`src/rtl/aes_pkg.sv`:
```
// Shared definitions for the iterative AES-128 encryption sequencer:
// block width, round count, round-index type and controller FSM states.
package aes_pkg;

  localparam int AES_DW = 128;
  localparam int AES_NR = 10;

  // Round index as seen by the key schedule (0 = initial AddRoundKey key).
  typedef logic [3:0] round_t;

  // Controller states: waiting for a block, iterating rounds, holding result.
  typedef enum logic [1:0] {
    IDLE  = 2'd0,
    ROUND = 2'd1,
    DONE  = 2'd2
  } ctrl_state_t;

endpackage : aes_pkg

```
`src/rtl/aes_round_counter.sv`:
```
// Round counter for the AES sequencer: load-to-1 on block acceptance,
// increment once per round, clear at the end of encryption or on abort.
// The terminal flag marks the final round (no mixColumns) and ends the
// round loop in the controller.
module aes_round_counter
  import aes_pkg::*;
#(
  parameter int NR = AES_NR
) (
  input  logic       clk,
  input  logic       rst,
  input  logic       load,
  input  logic       inc,
  input  logic       clr,
  output logic [3:0] round,
  output logic       last
);

  round_t count;

  // Counter register: clear beats load beats increment; saturates at NR.
  always_ff @(posedge clk) begin
    // NOTE: sequential state uses non-blocking assignments so every register
    // samples its inputs from before the edge, independent of block order.
    if (rst) begin
      count <= '0;
    end else if (clr) begin
      count <= '0;
    end else if (load) begin
      count <= 4'd1;
    end else if (inc && (count != round_t'(NR))) begin
      count <= count + 4'd1;
    end
  end

  assign round = count;
  assign last  = (count == round_t'(NR));

endmodule : aes_round_counter

```
`src/rtl/aes_round_ctrl.sv`:
```
// Iterative AES-128 encryption sequencer. Accepts a plaintext block on a
// valid/ready handshake, applies the initial AddRoundKey, then drives the
// external round datapath for rounds 1..NR (one per clock) and presents the
// ciphertext on a valid/ready output until the consumer takes it.
// Optional feature: define AES_ROUND_CTRL_ABORT_EN to add an 'abort' input
// that discards the block in flight (ROUND or DONE) and returns to IDLE.
module aes_round_ctrl
  import aes_pkg::*;
#(
  parameter int NR = AES_NR,
  parameter int DW = AES_DW
) (
  input  logic          clk,
  input  logic          rst,
`ifdef AES_ROUND_CTRL_ABORT_EN
  input  logic          abort,
`endif
  input  logic          in_valid,
  output logic          in_ready,
  input  logic [DW-1:0] in_data,
  output logic          out_valid,
  input  logic          out_ready,
  output logic [DW-1:0] out_data,
  output logic [3:0]    rk_idx,
  input  logic [DW-1:0] rk_in,
  output logic [DW-1:0] dp_state,
  output logic          dp_final,
  input  logic [DW-1:0] dp_result,
  output logic          busy
);

  ctrl_state_t   fsm, fsm_nxt;
  logic [DW-1:0] blk, blk_nxt;
  logic          cnt_load, cnt_inc, cnt_clr;
  logic [3:0]    round;
  logic          last;
  logic          abort_hit;

`ifdef AES_ROUND_CTRL_ABORT_EN
  assign abort_hit = abort && (fsm != IDLE);
`else
  assign abort_hit = 1'b0;
`endif

  aes_round_counter #(
    .NR (NR)
  ) u_round_counter (
    .clk   (clk),
    .rst   (rst),
    .load  (cnt_load),
    .inc   (cnt_inc),
    .clr   (cnt_clr),
    .round (round),
    .last  (last)
  );

  // FSM and AES state register; reset discards any block in flight.
  always_ff @(posedge clk) begin
    // NOTE: the wide state register is reset on purpose so out_data reads 0
    // after reset instead of leaking the previous (possibly secret) block.
    if (rst) begin
      fsm <= IDLE;
      blk <= '0;
    end else begin
      fsm <= fsm_nxt;
      blk <= blk_nxt;
    end
  end

  // Next-state, state-register update and counter control.
  always_comb begin
    // NOTE: every signal driven here gets a default first; a branch that
    // forgets one would otherwise infer a latch.
    fsm_nxt  = fsm;
    blk_nxt  = blk;
    cnt_load = 1'b0;
    cnt_inc  = 1'b0;
    cnt_clr  = 1'b0;
    case (fsm)
      IDLE: begin
        if (in_valid) begin
          blk_nxt  = in_data ^ rk_in;
          cnt_load = 1'b1;
          fsm_nxt  = ROUND;
        end
      end
      ROUND: begin
        blk_nxt = dp_result;
        if (last) begin
          cnt_clr = 1'b1;
          fsm_nxt = DONE;
        end else begin
          cnt_inc = 1'b1;
        end
      end
      DONE: begin
        if (out_ready) begin
          fsm_nxt = IDLE;
        end
      end
      default: begin
        fsm_nxt = IDLE;
      end
    endcase
    // Abort wins over the round update and the output handshake.
    if (abort_hit) begin
      fsm_nxt = IDLE;
      blk_nxt = '0;
      cnt_clr = 1'b1;
    end
  end

  assign in_ready  = (fsm == IDLE);
  assign out_valid = (fsm == DONE);
  assign busy      = (fsm != IDLE);
  assign rk_idx    = (fsm == ROUND) ? round : 4'd0;
  assign dp_final  = (fsm == ROUND) && last;
  assign dp_state  = blk;
  assign out_data  = blk;

endmodule : aes_round_ctrl
```
`config.mk`:
```
export PLATFORM = sky130hd
export DESIGN_NAME = aes_round_ctrl
export DESIGN_NICKNAME = d
export VERILOG_FILES = /design/src/rtl/aes_pkg.sv /design/src/rtl/aes_round_counter.sv /design/src/rtl/aes_round_ctrl.sv
export SDC_FILE = /design/constraint.sdc
export NUM_CORES = 1
export LEC_CHECK = 0
export ABC_AREA = 1
export CAP_MARGIN = 20
export CORE_AREA = 10 10 246 248
export CTS_BUF_LIST = sky130_fd_sc_hd__clkbuf_8
export DETAILED_ROUTE_END_ITERATION = 6
export DIE_AREA = 0 0 256 258
export GPL_TIMING_DRIVEN = 0
export PLACE_DENSITY_LB_ADDON = 0.2
export SYNTH_ARGS = -nofsm -noshare
export SYNTH_HDL_FRONTEND = slang
export SYNTH_SLANG_ARGS = --single-unit
```
`constraint.sdc`:
```
create_clock -name clk -period 1.5 [get_ports clk]
set_input_delay 0.225 -clock clk [delete_from_list [all_inputs] [get_ports clk]]
set_output_delay 0.225 -clock clk [all_outputs]
set_load 0.05 [all_outputs]
```
# [Word level (Yosys, flattened, before mapping)]
# Index checks and enable logic that the tools add are counted.
[op_classes] add_sub_neg=1 mul=0 n_div=0 n_lt_le_gt_ge=0 eq_ne=7 n_shift=0 mux=15 n_bitwise=1 n_reduce_logical=10
[ops] cell="one-hot mux 128 bit (2 select lines)" n=1
[ops] cell="two-way mux 128 bit" n=1
[ops] cell="XOR 128 bit" n=1
[ops] cell="two-way mux 1 bit" n=8
[ops] cell="two-way mux 2 bit" n=3
[ops] cell="one-hot mux 2 bit (3 select lines)" n=1
[ops] cell="nonzero test 2 bit" n=3
[ops] cell="adder 4 x 1 -> 4 bit (second input constant)" n=1
[ops] cell="equality test 4 bit (second input constant)" n=1
[ops] cell="two-way mux 4 bit" n=1
[ops] cell="!= test 2 bit (second input constant)" n=2
[ops] cell="!= test 4 bit (second input constant)" n=1
[ops] cell="AND reduction 3 bit" n=1
[ops] cell="OR reduction 3 bit" n=1
[ops] cell="equality test 2 x 1 -> 1 bit (second input constant)" n=1
[ops] cell="equality test 2 bit (second input constant)" n=1
[ops] cell="logical AND 1 bit" n=2
[ops] cell="zero test 2 bit" n=1
[ops] cell="!= test 2 x 1 -> 1 bit (second input constant)" n=1
[ops] cell="AND reduction 2 bit" n=1
[ops] cell="OR reduction 2 bit" n=1
[totals] ff_bits=134 latch_bits=0 ram_bits=0 mem_bits_ro=0 word_cells=38 memories=0

# [Logic depth before layout (Yosys ltp)]
# Gate-level depths: netlist (run 1).
[depth] word_depth=6 ltp_mapped=8

# [Cells and area by module]
# Synthesis (run 1) repeated with hierarchy kept, for this count alone.
[hier_totals] hier_cells=2195 hier_area_um2=11473.5
[modules_own_cells] mod="aes_round_ctrl" instances=1 cells_each=2162 area_each_um2=11233.3 seq_area_each_um2=2602.5
[modules_own_cells] mod="aes_round_counter" instances=1 cells_each=33 area_each_um2=240.2 seq_area_each_um2=80.1

# [Worst setup path after synthesis (run 1)]
# No wires, ideal clock.
[synth_path] kind="flip-flop to output port" startpoint="register fsm[0]" endpoint="output port rk_idx[0]" arrival_ps=1491 required_ps=1275 slack_ps=-216 stages_incl_launch_ff=5 path_buffers=2 cell_sequence="dfxtp_1 > nand2_4 > buf_8 > buf_4 > nor2_1"
[synth_via] elab_chain_len=2
[synth_rtl] element="start: declaration" line="aes_round_ctrl.sv:32" text="ctrl_state_t fsm, fsm_nxt;"
[synth_rtl] element="start signal: assignment" line="aes_round_ctrl.sv:65" text="fsm <= fsm_nxt;"
[synth_rtl] element="equality test 2 x 1 -> 1 bit" line="aes_round_ctrl.sv:116" text="assign rk_idx = (fsm == ROUND) ? round : 4'd0;"
[synth_rtl] element="two-way mux 4 bit" line="aes_round_ctrl.sv:116"
[synth_rtl] element="end: declaration" line="aes_round_ctrl.sv:24" text="output logic [3:0] rk_idx,"
# Every way passes these cells.

# [Final worst setup path (run 1)]
[layout_path] startpoint="register fsm[1]" endpoint="output port rk_idx[1]"
# The elaborated chain is that of the path after synthesis.

==> metrics, run 1 <==
Hold Path Depth 4; drc violations 0; DPL Wire Length 46.2 mm; Pre-antenna DRT Iters 5; Mapped Avg Cell Area 6.52 um^2; LEAKAGE 8.99 nW; CTS tree done; DIE WIDTH 256 um; Critical Path RT 1270 ps; post-synth top area cell dfxtp_1; WP data arrival 1550 ps; Tcrit/Tclk final 1.18; routability-driven placement congestion ratio 0.806; post-route minimum period 1770 ps; outcome finished, violations left; Initial Util 0.165; layout cells sized above 1 0.409; setup ws final -273 ps; Worst Setup End Kind output pin; distinct cell type count of the synthesized netlist 22; DR vias 11500; post-route ant nets 0; TritonCTS Sinks 134; vias in the first global route 11800; number of max-cap violations 0; largest net degree at the start of global routing 17; die footprint 66000 um^2; Routed WL per cell 20.2 um; H-tree depth 4; worst-path fanout max 5; Port-buffer cells 651; Worst Max-Slew Pin Slew 650 ps; residual overflow from global routing 0; Setup-failing EPs final 140; FF/Latch Area 2850 um^2; sequential element share of the synthesized area 0.292; num ports 652; highest clock rate 0.564 GHz; Filler Cell Count 6080; Synth Cell Area 9180 um^2; CP delay by family, top buffers and inverters; post-synthesis cell count 1409; clock slew at reported path FFs 80 ps; dpl ws -1060 ps; crit path buf inv count 4; RSZ-0062 raised after global routing true; Die H 258 um; cells along the critical path inv_6, nand2_8, buf_12, buf_12, nor2_4, buf_8; footprint of the multi-input gates 4840 um^2; antenna violations before repair 14; TritonCTS Buffers 17; core footprint 55700 um^2; Routed WL 58.8 mm; count of non-filler cells in the finished layout 2910; Placement Rows 87; #FFs+latches synth 134; FF-to-FF path depth 10; syn nets 1799; CP most frequent cell buf_12; Critical Path Stages 6; CTS Buffer Depth 2; pins over their slew limit 0; critical path class flop to output pin; design area 18500 um^2; Worst Hold Class primary input to flop; clock latency on the worst-skew pair 550 ps; YS warnings 0; Setup crit start kind flop; Area after DPL 16700 um^2; skew final 18.2 ps; Worst slew margin 0.567; initial DRC count 379; synth top area cells dfxtp_1 (29%), buf_4 (12%), nand2_1 (11%), or2_2 (8.7%), o21ai_0 (8.3%); final hold vios 0; slowest stage cell, crit path dfxtp_4; CP max stage delay 370 ps; first-pass GRT wire length 80.7 mm; drt via density 3.96; failing checks setup timing; Area Growth Syn to Fin 102%; pwr/cell area 902 nW/um^2; placed cell count 2817; Synth top area share 0.292; total power draw 16.7 mW; setup TNS -21040 ps; Tot GR Track Use 0.167; maximum vdd ir drop 623 uV; CTS Root Cell clkbuf_8; Nets 2527
-- worst reg2reg max path: stages, from the launching register on --
cell and delay (ps):
dfxtp_4 370, buf_4 140, nor2_4 160, nand2_8 110
buf_12 150, nand2_8 80, buf_12 120, clkbuf_16 170
clkbuf_16 190, o21ai_2 60, nor2_1 110
-- flip-flops by register name (all words and copies together), names as in the netlist --
| name | flops |
|---|---|
| u_round_counter.round | 4 |
| fsm | 2 |
| dp_state | 128 |
-- cells in the mapped netlist --
master and number:
a21oi_1 3, buf_2 6, buf_4 143, buf_6 29
buf_8 1, clkbuf_1 19, dfxtp_1 134, ha_1 2
inv_1 140, inv_2 1, nand2_1 268, nand2_2 1
nand2_4 2, nand3_1 134, nand4_1 1, nor2_1 138
nor2_4 1, o21ai_0 152, o21ai_1 85, o21ai_2 20
or2_2 128, xor2_1 1
-- kinds of logic after synthesis --
kind of cell             share of synthesized area
XOR/XNOR                                  0.000954
AND/OR/NAND/NOR                              0.331
adder cells (fa/ha/maj)                    0.00273
buffers and inverters                        0.223
flip-flops                                   0.292
AO/OA/AOI/OAI                                0.150
-- cell type report --
type                       instances  share of cell area
timing repair buffer             717               0.391
multi-input combinational        936               0.261
sequential                       134               0.154
buffer                           190              0.0909
tap                              756              0.0511
inverter                         141              0.0291
clock buffer                      20              0.0149
clock inverter                    11             0.00723
antenna                            5            0.000676
-- routing by layer --
| metal | vias up | routed length (um) | track usage |
|---|---|---|---|
| li1 | 5804 | - | - |
| met2 | 444 | 29300 | 0.294 |
| met5 | - | 101 | 0 |
| met3 | 64 | 5050 | 0.0740 |
| met1 | 5193 | 23100 | 0.175 |
| met4 | 16 | 1240 | 0.0565 |
-- layout by cell type (no fill, tap or decap), drive strengths merged --
cell type,instances
clkinvlp,4
buf,478
nand2,271
dfxtp,134
bufbuf,1
or2,128
clkdlybuf4s50,387
diode,5
inv,143
nor2,139
nand4,1
clkinv,2
bufinv,3
xor2,1
o21ai,257
ha,2
nand3,134
clkbuf,61
a21oi,3
-- path summary, 6_finish.rpt --
path                start      endpoint  slack, ps
max                fsm[1]     rk_idx[1]       -270
min             out_ready        fsm[1]        320
max reg2reg        fsm[1]  dp_state[21]       -240
min reg2reg  dp_state[70]  dp_state[70]        520
-- power by group --
group          internal [mW]  total, mW  switching, mW
clock network           1.74       3.35           1.62
registers               4.01       4.45          0.439
logic                   3.82       8.89           5.07
-- what timing repair did --
item,in CTS,in global routing
resized for setup,1864,200
hold buffers,0,0
endpoints found under the setup margin,388,149
setup buffers,26,20
pin swaps,16,95
cloned,9,14
-- per-stage QoR --
step	utilization	hold WS (ps)
2_1_floorplan	-	294
3_3_place_gp	0.299	491
3_5_place_dp	0.299	507
4_1_cts	0.318	256
5_1_grt	0.332	318
6_report	0.332	325
(Power assumes the default switching activity.)
==> run 2: changes to the inputs <==
- SETUP_SLACK_MARGIN: not set -> 0.2
==> metrics, run 2 (synthesis gave the netlist of run 1 again) <==
outcome finished, violations left; failing checks setup timing; Area Growth Syn to Fin 136%; Worst slew margin 0.504; DIE WIDTH 256 um; layout cells sized above 1 0.471; Placement Rows 87; DPL Wire Length 44.1 mm; CTS Buffer Depth 2; CTS Root Cell clkbuf_8; Tcrit/Tclk final 1.17; maximum vdd ir drop 560 uV; Worst Setup End Kind output pin; setup TNS -13980 ps; critical path class flop to output pin; Setup crit start kind flop; Reg2Reg Capture Point dp_state[91]; Largest register FFs 128; num ports 652; WP data arrival 1520 ps; die footprint 66000 um^2; final hold vios 0; initial DRC count 394; post-route ant nets 0; Pre-antenna DRT Iters 4; hold_buf cts 0; R2R setup slack -170 ps; drt via density 3.96; setup ws final -248 ps; FF-to-FF Start fsm[1]; residual overflow from global routing 0; drc violations 0; largest net degree at the start of global routing 17; vias in the first global route 11600; antenna violations before repair 10; pins over their slew limit 0; H-tree depth 4; Nets 2560; Port-buffer cells 651; Hold Startpoint out_ready; Critical Path RT 1270 ps; clock slew at reported path FFs 90 ps; TritonCTS Sinks 134; Worst Hold Class primary input to flop; post-route minimum period 1750 ps; routability-driven placement congestion ratio 0.826; Routed WL 56.2 mm; RSZ-0062 raised after global routing true; core footprint 55700 um^2; most frequent cells in the layout clkdlybuf4s50_1 (387), nand2_1 (264), buf_8 (261); worst-path fanout max 5; Routed WL per cell 19.1 um; Hold Path Depth 4; number of max-cap violations 0; Die H 258 um; FF-to-FF path depth 10; LEAKAGE 9.89 nW; Initial Util 0.165; Worst Max-Slew Pin Slew 744 ps; Setup-failing EPs final 140; first-pass GRT wire length 77.3 mm; highest clock rate 0.572 GHz; final core occ 0.388; commonest non-fill, non-tap cell in the layout clkdlybuf4s50_1; skew final 17.4 ps; clock latency on the worst-skew pair 520 ps; DR vias 11700; TritonCTS Buffers 17; Worst Hold Path EP fsm[1]; Tot GR Track Use 0.157; pwr/cell area 841 nW/um^2; CTS tree done
==> run 2: cell count changes in the layout (fill, tap and decap cells not counted), sizes merged <==
| cell | change |
|---|---|
| bufbuf | -1 |
| clkinv | +8 |
| clkinvlp | -1 |
| buf | +40 |
| bufinv | -2 |
| clkbuf | -9 |
| inv | -1 |
==> run 2: timing repair <==
| action | 4_1_cts | 5_1_grt |
|---|---|---|
| endpoints found under the hold margin | 0 | 0 |
| setup buffers | 15 | 53 |
| resized for setup | 2354 | 498 |
| endpoints found under the setup margin | 396 | 397 |
| gates cloned | 6 | 16 |
| pin swaps | 58 | 133 |
==> run 2: worst max-delay path by stage <==
stage	from	end	slack, ps	cells after the start
after detailed placement	rst	dp_state[24]	-790	7
after floorplan	fsm[1]	dp_state[16]	120	8
after CTS	fsm[1]	rk_idx[2]	-300	6
final	fsm[1]	rk_idx[1]	-250	6
after global routing	fsm[1]	rk_idx[1]	-330	6
after global placement	rst	dp_state[65]	-1110	6
==> run 2: worst max-delay path: stages, from the launching register on <==
cell and delay [ps]:
dfxtp_4 370, inv_4 80, nand2_8 60, buf_12 130, buf_12 130, nor2_4 90, buf_8 160
==> run 2: area by class of cell <==
cell class / count / area (um^2)
antenna: 5 / 12.5
buffer: 198 / 2290
inverter: 141 / 536
fill: 5683 / 34100
sequential: 134 / 3170
timing repair buffer: 742 / 9160
clock inverter: 15 / 131
clock buffer: 17 / 234
multi-input combinational: 936 / 5140
tap: 756 / 946
==> run 2: report_power, final <==
part | switching (mW) | leakage, nW | internal (mW)
logic | 5.23 | 8.51 | 5.24
clock network | 1.70 | 0.186 | 1.31
registers | 0.689 | 1.19 | 4.01
==> run 2: per-layer routing <==
| layer | track usage | vias up | wire length, um |
|---|---|---|---|
| met5 | 0 | - | 66 |
| met3 | 0.0631 | 44 | 4450 |
| li1 | - | 5881 | - |
| met1 | 0.164 | 5358 | 20800 |
| met2 | 0.290 | 369 | 30100 |
| met4 | 0.0350 | 10 | 733 |
==> run 2: stage by stage <==
stage / hold slack [ps] / instance area, um^2 / setup WS [ps] / power (mW) / cells
after floorplan: 287 / 9230 / 119 / 9.16 / 1409
after global routing: 315 / 21600 / -329 / 19.1 / 2944
after global placement: 492 / 16700 / -1110 / 12.5 / 2816
after CTS: 277 / 19100 / -302 / 17.0 / 2870
after detailed placement: 515 / 16700 / -790 / 12.6 / 2817
final: 348 / 21600 / -248 / 18.2 / 2944
==> run 3: changes to the inputs <==
- ABC_AREA: 1 -> not set
- CORE_AREA: 10 10 246 248 -> 10 10 248 250
- DIE_AREA: 0 0 256 258 -> 0 0 258 260
- REMOVE_ABC_BUFFERS: not set -> 1
==> metrics, run 3 <==
Synth Cell Area 7840 um^2; #FFs+latches synth 134; outcome finished, violations left; RSZ-0062 raised after global routing true; Area Growth Syn to Fin 156%; pwr/cell area 825 nW/um^2; CTS tree done; Post-synth top cells buf_4 (145), dfxtp_1 (134), nor2_1 (133); CTS Root Cell clkbuf_8; post-synthesis cell count 886; residual overflow from global routing 0; CTS Buffer Depth 2; total power draw 16.6 mW; Mapped Avg Cell Area 8.85 um^2; setup TNS -2030 ps; Largest register FFs 128; commonest non-fill, non-tap cell in the layout clkdlybuf4s50_1; Nets 1930; Setup-failing EPs final 22; placed cell count 2099; final hold vios 0; largest net degree at the start of global routing 71; most frequent cells in the layout clkdlybuf4s50_1 (385), buf_8 (261), dfxtp_4 (131); H-tree depth 4; Pre-antenna DRT Iters 4; synth top area cells dfxtp_1 (34%), xor2_1 (14%), buf_4 (14%), a211oi_1 (11%), o22ai_1 (10%); TritonCTS Buffers 17; first-pass GRT wire length 75.1 mm; initial DRC count 297; fraction of registers with async set/reset 0; Sw Share 0.406; Initial Util 0.139; Tcrit/Tclk final 1.19; distinct cell type count of the synthesized netlist 28; hold_buf cts 0; Worst slew margin 0.450; slowest stage cell, crit path dfxtp_2; CP max stage delay 340 ps; Worst Setup End Kind output pin; YS warnings 0; top_reg_cell synth dfxtp_1; WP data arrival 1560 ps; Seq pwr share 0.275; cell-internal power 9.84 mW; crit path buf inv count 2; Placement Rows 87; Post-synth EDFFs 0; cells along the critical path inv_2, ha_4, and3b_2, and2_4, buf_8; number of max-cap violations 0; count of non-filler cells in the finished layout 2312; Setup crit start kind flop; Die H 260 um; Comb power frac 0.519; DIE WIDTH 258 um; final core occ 0.356; setup ws final -284 ps; drc violations 0; Routed WL per cell 23.6 um; critical path class flop to output pin; maximum vdd ir drop 632 uV; post-route minimum period 1780 ps; Worst Max-Slew Pin Slew 824 ps; Port-buffer cells 651; dpl ws -989 ps; Clk pwr share 0.206; clock slew at reported path FFs 80 ps; num ports 652; sequential element share of the synthesized area 0.342; antenna violations before repair 3; Worst Hold Class primary input to flop; post-synth top area cell dfxtp_1; core footprint 56300 um^2; post-route ant nets 0; LEAKAGE 7.73 nW; drt via density 4.03; most instantiated library cell after synthesis buf_4; layout cells sized above 1 0.565; Routed WL 54.6 mm; switching pwr 6.71 mW; CP delay by family, top flip-flops; vias in the first global route 10300; clock latency on the worst-skew pair 550 ps; worst-path fanout max 2; pins over their slew limit 0; routability-driven placement congestion ratio 0.812; skew final 10.3 ps; die footprint 67100 um^2; highest clock rate 0.561 GHz; Filler Cell Count 5615; DR vias 9323; Tot GR Track Use 0.155; Synth top area share 0.342; DPL Wire Length 33.3 mm; failing checks setup timing; TritonCTS Sinks 134; Critical Path RT 1270 ps
-- run 3: cell count changes in the layout (fill, tap and decap cells not counted), sizes merged, moves of 128 or more --
cell    before  now
nand2      271    2
o21ai      257    2
inv        142    9
nand3      134    2
a211oi       0  130
o22ai        0  128
or2        128    0
-- run 3: cell families after synthesis --
| family | Yosys count | synth area share |
|---|---|---|
| compound gates | 269 | 0.249 |
| xor+xnor | 128 | 0.143 |
| simple gates | 147 | 0.0763 |
| buf+inv | 206 | 0.187 |
| fa+ha+maj | 2 | 0.00319 |
| flops | 134 | 0.342 |
-- run 3: power groups by stage --
stage / combinational [mW] / sequential, mW / clock [mW]
floorplan: 0.971 / 6.55 / 0
global placement: 6.15 / 4.36 / 0
detailed placement: 6.14 / 4.35 / 0
CTS: 8.15 / 4.63 / 3.65
global route: 8.94 / 4.60 / 3.72
finish: 8.58 / 4.55 / 3.42
-- run 3: worst paths after layout --
| check | from | end | slack [ps] | cells after the start |
|---|---|---|---|---|
| min | rst | dp_state[119] | 250 | 2 |
| max | u_round_counter.round[0] | dp_final | -280 | 5 |
| max reg2reg | u_round_counter.round[0] | u_round_counter.round[1] | -100 | 8 |
| min reg2reg | u_round_counter.round[1] | u_round_counter.round[1] | 530 | 2 |
-- run 3: final cells by class --
cell class | instances | area, um^2 | share of cell area
timing repair buffer | 827 | 10100 | 0.504
multi-input combinational | 551 | 5300 | 0.264
sequential | 134 | 3180 | 0.158
tap | 756 | 946 | 0.0472
clock buffer | 19 | 262 | 0.0130
clock inverter | 13 | 156 | 0.00780
inverter | 6 | 55.1 | 0.00275
timing repair inverter | 3 | 47.5 | 0.00237
antenna | 3 | 7.51 | 0.000374
-- run 3: layer usage --
metal | GRT usage | up-vias | routed length [um]
li1 | - | 4363 | -
met1 | 0.158 | 4509 | 19900
met2 | 0.289 | 398 | 29400
met3 | 0.0505 | 53 | 3960
met4 | 0.0573 | 0 | 1370
met5 | 0 | - | 0
-- run 3: timing repair --
item                       4_1_cts  5_1_grt
cloned                          33        1
pin swaps                      111       22
setup endpoints to repair      398      397
buffers inserted                80       64
hold endpoints to repair         0        0
resized for setup             2713       94
-- run 3: through the flow --
step	instance area [um^2]	hold slack, ps
floorplan	6400	290
global placement	13900	499
detailed placement	14000	502
CTS	19100	116
global route	20100	233
finish	20100	247
